--- config.mk ---
export PLATFORM = sky130hd
export DESIGN_NAME = seq_alu
export DESIGN_NICKNAME = d
export VERILOG_FILES = /design/src/rtl/seq_alu.sv
export SDC_FILE = /design/constraint.sdc
export NUM_CORES = 1
export LEC_CHECK = 0
export CAP_MARGIN = 20
export CORE_AREA = 2 2 271 273
export CTS_BUF_LIST = sky130_fd_sc_hd__clkbuf_4 sky130_fd_sc_hd__clkbuf_8
export CTS_CLUSTER_SIZE = 25
export DETAILED_ROUTE_END_ITERATION = 8
export DIE_AREA = 0 0 273 275
export SLEW_MARGIN = 5
export SYNTH_ARGS = -nofsm -noshare
export SYNTH_HDL_FRONTEND = slang
export SYNTH_SLANG_ARGS = --single-unit
--- constraint.sdc ---
create_clock -name clk -period 8.4 [get_ports clk]
set_input_delay 1.68 -clock clk [delete_from_list [all_inputs] [get_ports clk]]
set_output_delay 1.68 -clock clk [all_outputs]
set_load 0.02 [all_outputs]
--- src/rtl/seq_alu.sv ---
// Registered EX-stage ALU: single-cycle logic/arith ops plus iterative MULT/DIV
// (one bit per clock) into HI/LO, with a start/busy/done handshake.
module seq_alu #(
    parameter int WIDTH = 32,
    parameter int CNT_W = 6
) (
    input  logic             clk,
    input  logic             rst_n,
    input  logic             start,
    input  logic [3:0]       alu_op,
    input  logic [WIDTH-1:0] data1,
    input  logic [WIDTH-1:0] data2,
    output logic             busy,
    output logic             done,
    output logic [WIDTH-1:0] result,
    output logic             zero,
    output logic [WIDTH-1:0] hi,
    output logic [WIDTH-1:0] lo,
    output logic             div_by_zero
);

    localparam logic [3:0] OP_ADD   = 4'b0000;
    localparam logic [3:0] OP_SUB   = 4'b0001;
    localparam logic [3:0] OP_OR    = 4'b0010;
    localparam logic [3:0] OP_SLT   = 4'b0011;
    localparam logic [3:0] OP_AND   = 4'b0100;
    localparam logic [3:0] OP_XOR   = 4'b0101;
    localparam logic [3:0] OP_SLTU  = 4'b0110;
    localparam logic [3:0] OP_NOR   = 4'b0111;
    localparam logic [3:0] OP_MULT  = 4'b1000;
    localparam logic [3:0] OP_MULTU = 4'b1001;
    localparam logic [3:0] OP_DIV   = 4'b1010;
    localparam logic [3:0] OP_DIVU  = 4'b1011;
    localparam logic [3:0] OP_MFHI  = 4'b1100;
    localparam logic [3:0] OP_MFLO  = 4'b1101;

    typedef enum logic [1:0] {S_IDLE, S_MUL, S_DIV} state_e;

    state_e             state_q, state_d;
    logic [CNT_W-1:0]   cnt_q, cnt_d;
    logic               done_q, done_d;
    logic [WIDTH-1:0]   result_q, result_d;
    logic               zero_q, zero_d;
    logic [WIDTH-1:0]   hi_q, hi_d;
    logic [WIDTH-1:0]   lo_q, lo_d;
    logic               dbz_q, dbz_d;
    // a: multiplicand / divisor; b: multiplier / dividend shifting out, quotient shifting in;
    // acc: running product high half / partial remainder
    logic [WIDTH-1:0]   a_q, a_d;
    logic [WIDTH-1:0]   b_q, b_d;
    logic [WIDTH-1:0]   acc_q, acc_d;
    logic               neg_q, neg_d;
    logic               rneg_q, rneg_d;

    logic               s1, s2, is_signed;
    logic [WIDTH-1:0]   abs1, abs2, op_a, op_b;
    logic [WIDTH-1:0]   alu_res;

    logic [WIDTH:0]     msum;
    logic [WIDTH-1:0]   mul_acc, mul_b;
    logic [2*WIDTH-1:0] prod, prod_s;

    logic [WIDTH:0]     dshift, ddiff;
    logic               dge;
    logic [WIDTH-1:0]   div_acc, div_b, quo, rem;

    logic               last_iter;

    assign s1   = data1[WIDTH-1];
    assign s2   = data2[WIDTH-1];
    assign abs1 = s1 ? -data1 : data1;
    assign abs2 = s2 ? -data2 : data2;
    assign is_signed = (alu_op == OP_MULT) || (alu_op == OP_DIV);
    assign op_a = is_signed ? abs1 : data1;
    assign op_b = is_signed ? abs2 : data2;

    always_comb begin
        alu_res = '0;
        case (alu_op)
            OP_ADD:  alu_res = data1 + data2;
            OP_SUB:  alu_res = data1 - data2;
            OP_OR:   alu_res = data1 | data2;
            OP_SLT:  alu_res = {{(WIDTH-1){1'b0}}, $signed(data1) < $signed(data2)};
            OP_AND:  alu_res = data1 & data2;
            OP_XOR:  alu_res = data1 ^ data2;
            OP_SLTU: alu_res = {{(WIDTH-1){1'b0}}, data1 < data2};
            OP_NOR:  alu_res = ~(data1 | data2);
            OP_MFHI: alu_res = hi_q;
            OP_MFLO: alu_res = lo_q;
            default: alu_res = '0;
        endcase
    end

    // Shift-add step: add multiplicand into the high half when the current multiplier bit is set,
    // then shift the whole {acc,b} product right by one.
    always_comb begin
        msum    = {1'b0, acc_q} + (b_q[0] ? {1'b0, a_q} : '0);
        mul_acc = msum[WIDTH:1];
        mul_b   = {msum[0], b_q[WIDTH-1:1]};
        prod    = {mul_acc, mul_b};
        prod_s  = neg_q ? -prod : prod;
    end

    // Restoring step: partial remainder is always < divisor, so bit WIDTH of the
    // difference is a clean borrow flag.
    always_comb begin
        dshift  = {acc_q, b_q[WIDTH-1]};
        ddiff   = dshift - {1'b0, a_q};
        dge     = ~ddiff[WIDTH];
        div_acc = dge ? ddiff[WIDTH-1:0] : dshift[WIDTH-1:0];
        div_b   = {b_q[WIDTH-2:0], dge};
        quo     = neg_q  ? -div_b   : div_b;
        rem     = rneg_q ? -div_acc : div_acc;
    end

    assign last_iter = (cnt_q == CNT_W'(WIDTH-1));

    always_comb begin
        state_d  = state_q;
        cnt_d    = cnt_q;
        done_d   = 1'b0;
        result_d = result_q;
        zero_d   = zero_q;
        hi_d     = hi_q;
        lo_d     = lo_q;
        dbz_d    = dbz_q;
        a_d      = a_q;
        b_d      = b_q;
        acc_d    = acc_q;
        neg_d    = neg_q;
        rneg_d   = rneg_q;
        case (state_q)
            S_IDLE: begin
                if (start) begin
                    case (alu_op)
                        OP_MULT, OP_MULTU: begin
                            a_d     = op_a;
                            b_d     = op_b;
                            acc_d   = '0;
                            neg_d   = is_signed & (s1 ^ s2);
                            rneg_d  = 1'b0;
                            cnt_d   = '0;
                            state_d = S_MUL;
                        end
                        OP_DIV, OP_DIVU: begin
                            if (data2 == '0) begin
                                hi_d     = data1;
                                lo_d     = '1;
                                result_d = '1;
                                zero_d   = 1'b0;
                                dbz_d    = 1'b1;
                                done_d   = 1'b1;
                            end else begin
                                a_d     = op_b;
                                b_d     = op_a;
                                acc_d   = '0;
                                neg_d   = is_signed & (s1 ^ s2);
                                rneg_d  = is_signed & s1;
                                cnt_d   = '0;
                                state_d = S_DIV;
                            end
                        end
                        default: begin
                            result_d = alu_res;
                            zero_d   = (alu_res == '0);
                            dbz_d    = 1'b0;
                            done_d   = 1'b1;
                        end
                    endcase
                end
            end
            S_MUL: begin
                acc_d = mul_acc;
                b_d   = mul_b;
                cnt_d = cnt_q + 1'b1;
                if (last_iter) begin
                    hi_d     = prod_s[2*WIDTH-1:WIDTH];
                    lo_d     = prod_s[WIDTH-1:0];
                    result_d = prod_s[WIDTH-1:0];
                    zero_d   = (prod_s[WIDTH-1:0] == '0);
                    dbz_d    = 1'b0;
                    done_d   = 1'b1;
                    cnt_d    = '0;
                    state_d  = S_IDLE;
                end
            end
            S_DIV: begin
                acc_d = div_acc;
                b_d   = div_b;
                cnt_d = cnt_q + 1'b1;
                if (last_iter) begin
                    hi_d     = rem;
                    lo_d     = quo;
                    result_d = quo;
                    zero_d   = (quo == '0);
                    dbz_d    = 1'b0;
                    done_d   = 1'b1;
                    cnt_d    = '0;
                    state_d  = S_IDLE;
                end
            end
            default: state_d = S_IDLE;
        endcase
    end

    always_ff @(posedge clk or negedge rst_n) begin
        if (!rst_n) begin
            state_q  <= S_IDLE;
            cnt_q    <= '0;
            done_q   <= 1'b0;
            result_q <= '0;
            zero_q   <= 1'b1;
            hi_q     <= '0;
            lo_q     <= '0;
            dbz_q    <= 1'b0;
            a_q      <= '0;
            b_q      <= '0;
            acc_q    <= '0;
            neg_q    <= 1'b0;
            rneg_q   <= 1'b0;
        end else begin
            state_q  <= state_d;
            cnt_q    <= cnt_d;
            done_q   <= done_d;
            result_q <= result_d;
            zero_q   <= zero_d;
            hi_q     <= hi_d;
            lo_q     <= lo_d;
            dbz_q    <= dbz_d;
            a_q      <= a_d;
            b_q      <= b_d;
            acc_q    <= acc_d;
            neg_q    <= neg_d;
            rneg_q   <= rneg_d;
        end
    end

    assign busy        = (state_q != S_IDLE);
    assign done        = done_q;
    assign result      = result_q;
    assign zero        = zero_q;
    assign hi          = hi_q;
    assign lo          = lo_q;
    assign div_by_zero = dbz_q;

endmodule

==> results of run 1 <==
## layer usage
metal  GRT usage (%)  up-vias  routed length [µm]
met5               0        -                  11
met4            10.6        2                4560
met3            4.50      240               10100
met2            47.2     1470               50900
met1            40.5    13300               48800
li1                -    12800                   -
## flip-flops by register name (all words and copies together) (netlist names)
name         flops
a_q             32
acc_q           32
b_q             32
cnt_q            6
div_by_zero      1
done             1
hi              32
lo              32
neg_q            1
result          32
rneg_q           1
state_q          2
zero             1
## cell type report
type	count	area share (%)
Timing Repair Buffer	228	7.59
Clock buffer	59	2.76
Multi-Input combinational cell	2831	64.7
Sequential cell	205	18.1
Tap cell	959	4.23
Inverter	162	2.15
Clock inverter	12	0.450
## synthesized netlist by cell type, drive strengths merged (50+ instances only)
master  count  area share (%)
a21oi     271             5.4
a221oi     52             1.8
ha        172             8.6
dfrtp     204              20
inv       160             2.4
xnor2     175             6.1
xor2       50             1.8
nor3       83             1.7
nand3      56             1.1
o21ai     345             6.9
clkbuf    248             3.7
nand2     439             6.6
nor2      285             4.4
o31ai      71             2.1
## cell families after synthesis
kind of cell    synth area share (%)
compound gates                  32.1
flops                           20.5
simple gates                    22.1
xor+xnor                        7.89
fa+ha+maj                       8.94
mux                             1.92
buf+inv                         6.49
## through the flow
| stage | instance area, µm² | worst slack (ps) |
|---|---|---|
| 2_1_floorplan | 25000 | 2240 |
| 3_3_place_gp | 27400 | 1260 |
| 3_5_place_dp | 27400 | 1230 |
| 4_1_cts | 28300 | 1880 |
| 5_1_grt | 28300 | 1310 |
| 6_report | 28300 | 1790 |
## power by group through the flow
stage	clock [mW]	sequential, mW	combinational [mW]
after floorplan	0	1.90	3.45
after CTS	1.21	1.97	5.55
after detailed placement	0	1.98	5.54
final	1.19	1.99	5.67
after global routing	1.25	2.03	6.11
after global placement	0	1.98	5.53
## how the worst min path moves through the flow
stage                                  end  cells after the start
detailed placement  result[31]$_DFFE_PN0P_                      2
global route        result[23]$_DFFE_PN0P_                      1
floorplan              a_q[10]$_DFFE_PN0P_                      2
CTS                 result[22]$_DFFE_PN0P_                      1
global placement    result[24]$_DFFE_PN0P_                      1
finish              result[23]$_DFFE_PN0P_                      1
==> qor.csv, run 1 <==
metric,value,unit
outcome,"complete, no violations",
vdd_ir_drop_max,0.166,mV
p_clk_share,13.4,%
fin_util,39.2,%
worstPathArrival,7170,ps
p_total,8.84,mW
track_usage,29.6,%
start_util,34.5,%
grt_first_pass_wirelength,171000,µm
cpPeakStageDelay,920,ps
grt_max_degree,151,
rows,99,
synth_edf_count,0,
cts_buffers,40,
place_congestion,1.03,
mostFrequentLayoutCell,nand2_1,
cts_hold_buf,0,
drtPass1Iterations,6,
drt_drc_violations_left,0,
hold_viol,0,
startpoint,data1[6],
final-seq-area,5130,µm²
p_leak,11.6,nW
grt_pass1_vias,26000,
cap_violations,0,
clock_sinks,205,
antenna_found_initial,1,
clk_pin_slew,70,ps
worstMarginPinSlew,1340,ps
crit_chain,clkdlybuf4s50_1 -> inv_1 -> ha_1 -> o21ai_0 -> a21oi_1 -> nand4_1 -> a2111oi_0 -> or3_1 -> o31ai_1 -> nor4bb_1 -> nand4_1 -> or4_1 -> or4_1 -> or3_1 -> o211ai_1,
regToRegStartpoint,b_q[31]$_DFFE_PN0P_,
drv_slew,0,
cp_max_fo,16,
routedWlPerCell,25.7,µm
p_sw_share,54.5,%
cts_resized,0,
setup_viol,0,
final_cell_mix,"nand2_1 (438), o21ai_0 (326), nor2_1 (282), a21oi_1 (271), dfrtp_1 (203)",
postCtsSetupBuffers,0,
r2r_end,hi[28]$_DFFE_PN0P_,
ys.flop_type,dfrtp_1,
max_freq,151,MHz
crit_family,simple AND/OR/NAND/NOR gates,
critPathLaunchType,input pin,
hold_path.class,reg2reg,
overflow,0,
drt-total-wl,114000,µm
power.internal,4.02,mW
period_needed,6610,ps
rsz0062_at_grt,false,
die-area,75100,µm²
synth_area,25000,µm²
vias,27800,
worstHoldStart,result[23]$_DFFE_PN0P_,
worst_ep_required_time,8960,ps
nFillCells,7707,
drt_iter0_drc,3284,
fin_cells,4456,
syn2layout_area_growth,13.4,%
die_y,275,µm
ys_ff_latch,205,
seqPwrFrac,22.5,%
relSlewSlack,10.7,%
syn_nets,3709,
cp-end-kind,flip-flop,
finalCritPeriodShare,78.7,%
routed_via_density,6.24,
cp.depth,15,
reg2reg_setup_slack,1810,ps
antenna_left,0,
clockBufferDepth,3,
cts_root_buffer,clkbuf_8,
dp_hpwl,88200,µm
syn_inst,3462,
multi_input_area,18300,µm²
path_class,in2reg,
async_flop_share,100,%
fp.dieW,273,µm
crit_path_end,zero$_DFFE_PN1P_,
final.setup_skew,29.1,ps
htreeDepth,2,
power_density,312,nW/µm²
fin_nets,3715,
slowest_stage,a2111oi_0,
portBuffers,170,
place_inst,4384,
avgSynthCellArea,7.22,µm²
hold-worst-slack,472,ps
comb_power_share,64.1,%
r2r_cells,22,
p_switching,4.82,mW
drive_above_1_share,5.60,%
seq_area_frac_synth,20.5,%
core-area,72300,µm²
path_buf_inv,2,
synth.distinct_cells,93,
fin_tns_setup,0,ps
insertion_delay,650,ps
cts_tree,built,
diodes,0,
yosysWarnings,0,
num_io_pins,171,
(Power assumes the default switching activity.)
==> run 2, diff against run 1 <==
- clock period: 8.4 -> 5.8 ns (I/O delays scaled with it)
==> qor.csv, run 2 (synthesis gave the netlist of run 1 again) <==
metric,value,unit
post-place-ws,-410,ps
grt_max_degree,101,
routed_via_density,5.97,
drive_above_1_share,13.4,%
worst_ep_required_time,6330,ps
num_io_pins,171,
drtPass1Iterations,6,
die_y,275,µm
max_freq,179,MHz
core-area,72300,µm²
clockBufferDepth,3,
p_leak,13.1,nW
track_usage,28.9,%
drt_drc_violations_left,0,
setup_viol,0,
antenna_left,0,
grt_pass1_vias,27100,
relSlewSlack,33.5,%
hold_viol,0,
final_cell_mix,"nand2_1 (438), buf_4 (351), o21ai_0 (325), nor2_1 (282), a21oi_1 (271)",
mostFrequentLayoutCell,nand2_1,
crit_chain,clkdlybuf4s50_1 -> inv_1 -> ha_1 -> fa_1 -> o21bai_1 -> a211oi_2 -> buf_4 -> o211ai_1 -> a31oi_1 -> a221o_1 -> a21oi_1 -> nand2_1 -> or4_1 -> or4_1 -> or4_1 -> or3_1 -> o211ai_1,
htreeDepth,2,
finalCritPeriodShare,96.5,%
cpMostUsedCell,or4_1,
drt_iter0_drc,3250,
clock_sinks,205,
start_util,34.5,%
cts_tree,built,
nFillCells,7546,
vdd_ir_drop_max,0.236,mV
die-area,75100,µm²
overflow,0,
r2r_cells,20,
portBuffers,170,
syn2layout_area_growth,23.0,%
slowest_stage,or4_1,
routedWlPerCell,23.5,µm
cts_root_buffer,clkbuf_8,
path_class,in2reg,
drt-total-wl,112000,µm
power_density,436,nW/µm²
fin_ws,201,ps
fin_cells,4756,
antenna_found_initial,0,
holdPathStages,1,
period_needed,5600,ps
clk_pin_slew,50,ps
place_congestion,0.995,
cts_buffers,40,
cap_violations,0,
final.setup_skew,49.0,ps
worstMarginPinSlew,998,ps
dp_hpwl,87900,µm
fin_nets,4014,
vias,28400,
insertion_delay,640,ps
fin_tns_setup,0,ps
rows,99,
cp_max_fo,3,
fp.dieW,273,µm
outcome,"complete, no violations",
cpPeakStageDelay,540,ps
hold_path.class,reg2reg,
critPathLaunchType,input pin,
grt_first_pass_wirelength,167000,µm
hold-worst-slack,470,ps
place_inst,4683,
p_total,13.4,mW
drv_slew,0,
worstPathArrival,6130,ps
cp-end-kind,flip-flop,
## run 2: layout make-up
class / count / area, µm² / area share [%]
sequential: 205 / 5130 / 16.7
inverter: 162 / 608 / 1.98
clock buffer: 62 / 778 / 2.53
multi-input combinational: 2831 / 18400 / 59.9
timing repair buffer: 527 / 4460 / 14.5
clock inverter: 9 / 140 / 0.456
antenna: 1 / 2.50 / 0.00814
tap: 959 / 1200 / 3.90
## run 2: per-stage QoR
stage               cell area, µm²  utilization, %
floorplan                    25000               -
detailed placement           29700            41.1
CTS                          30700            42.4
global placement             29700            41.1
finish                       30700            42.5
global route                 30700            42.5
## run 2: timing repair
item | CTS | global route
hold buffers | 0 | 0
endpoints found under the setup margin | 5 | 5
pin swaps | 1 | 1
setup buffers | 1 | 0
resized for setup | 4 | 14
## run 2: path summary, 6_finish.rpt
path / startpoint / end / slack [ps]
setup / recovery: data1[0] / zero$_DFFE_PN1P_ / 200
hold / removal: result[23]$_DFFE_PN0P_ / result[23]$_DFFE_PN0P_ / 470
setup reg to reg: a_q[29]$_DFFE_PN0P_ / zero$_DFFE_PN1P_ / 240
hold reg to reg: result[23]$_DFFE_PN0P_ / result[23]$_DFFE_PN0P_ / 470
max in group asynchronous: rst_n / result[23]$_DFFE_PN0P_ / 4150
min in group asynchronous: rst_n / lo[4]$_DFFE_PN0P_ / 530
## run 2: layer usage
metal	up-vias	global-route usage, %	wire [µm]	share of wire [%]
met5	-	0	0	0
met2	1257	46.0	49300	44
met1	13600	38.4	47900	43
li1	13300	-	-	-
met4	0	13.1	5700	5.1
met3	238	4.77	8910	8.0
## run 2: report_power, final
group	switching (mW)	internal, mW
sequential	0.804	2.02
clock	0.754	0.992
combinational	5.46	3.37
total	7.02	6.38
## run 2: critical path, delay by kind of cell
family | cells | cell delay (ps)
AND/OR/NAND/NOR | 5 | 1880
AO/OA/AOI/OAI | 7 | 1690
buffers and inverters | 3 | 740
adder cells (fa/ha/maj) | 2 | 660
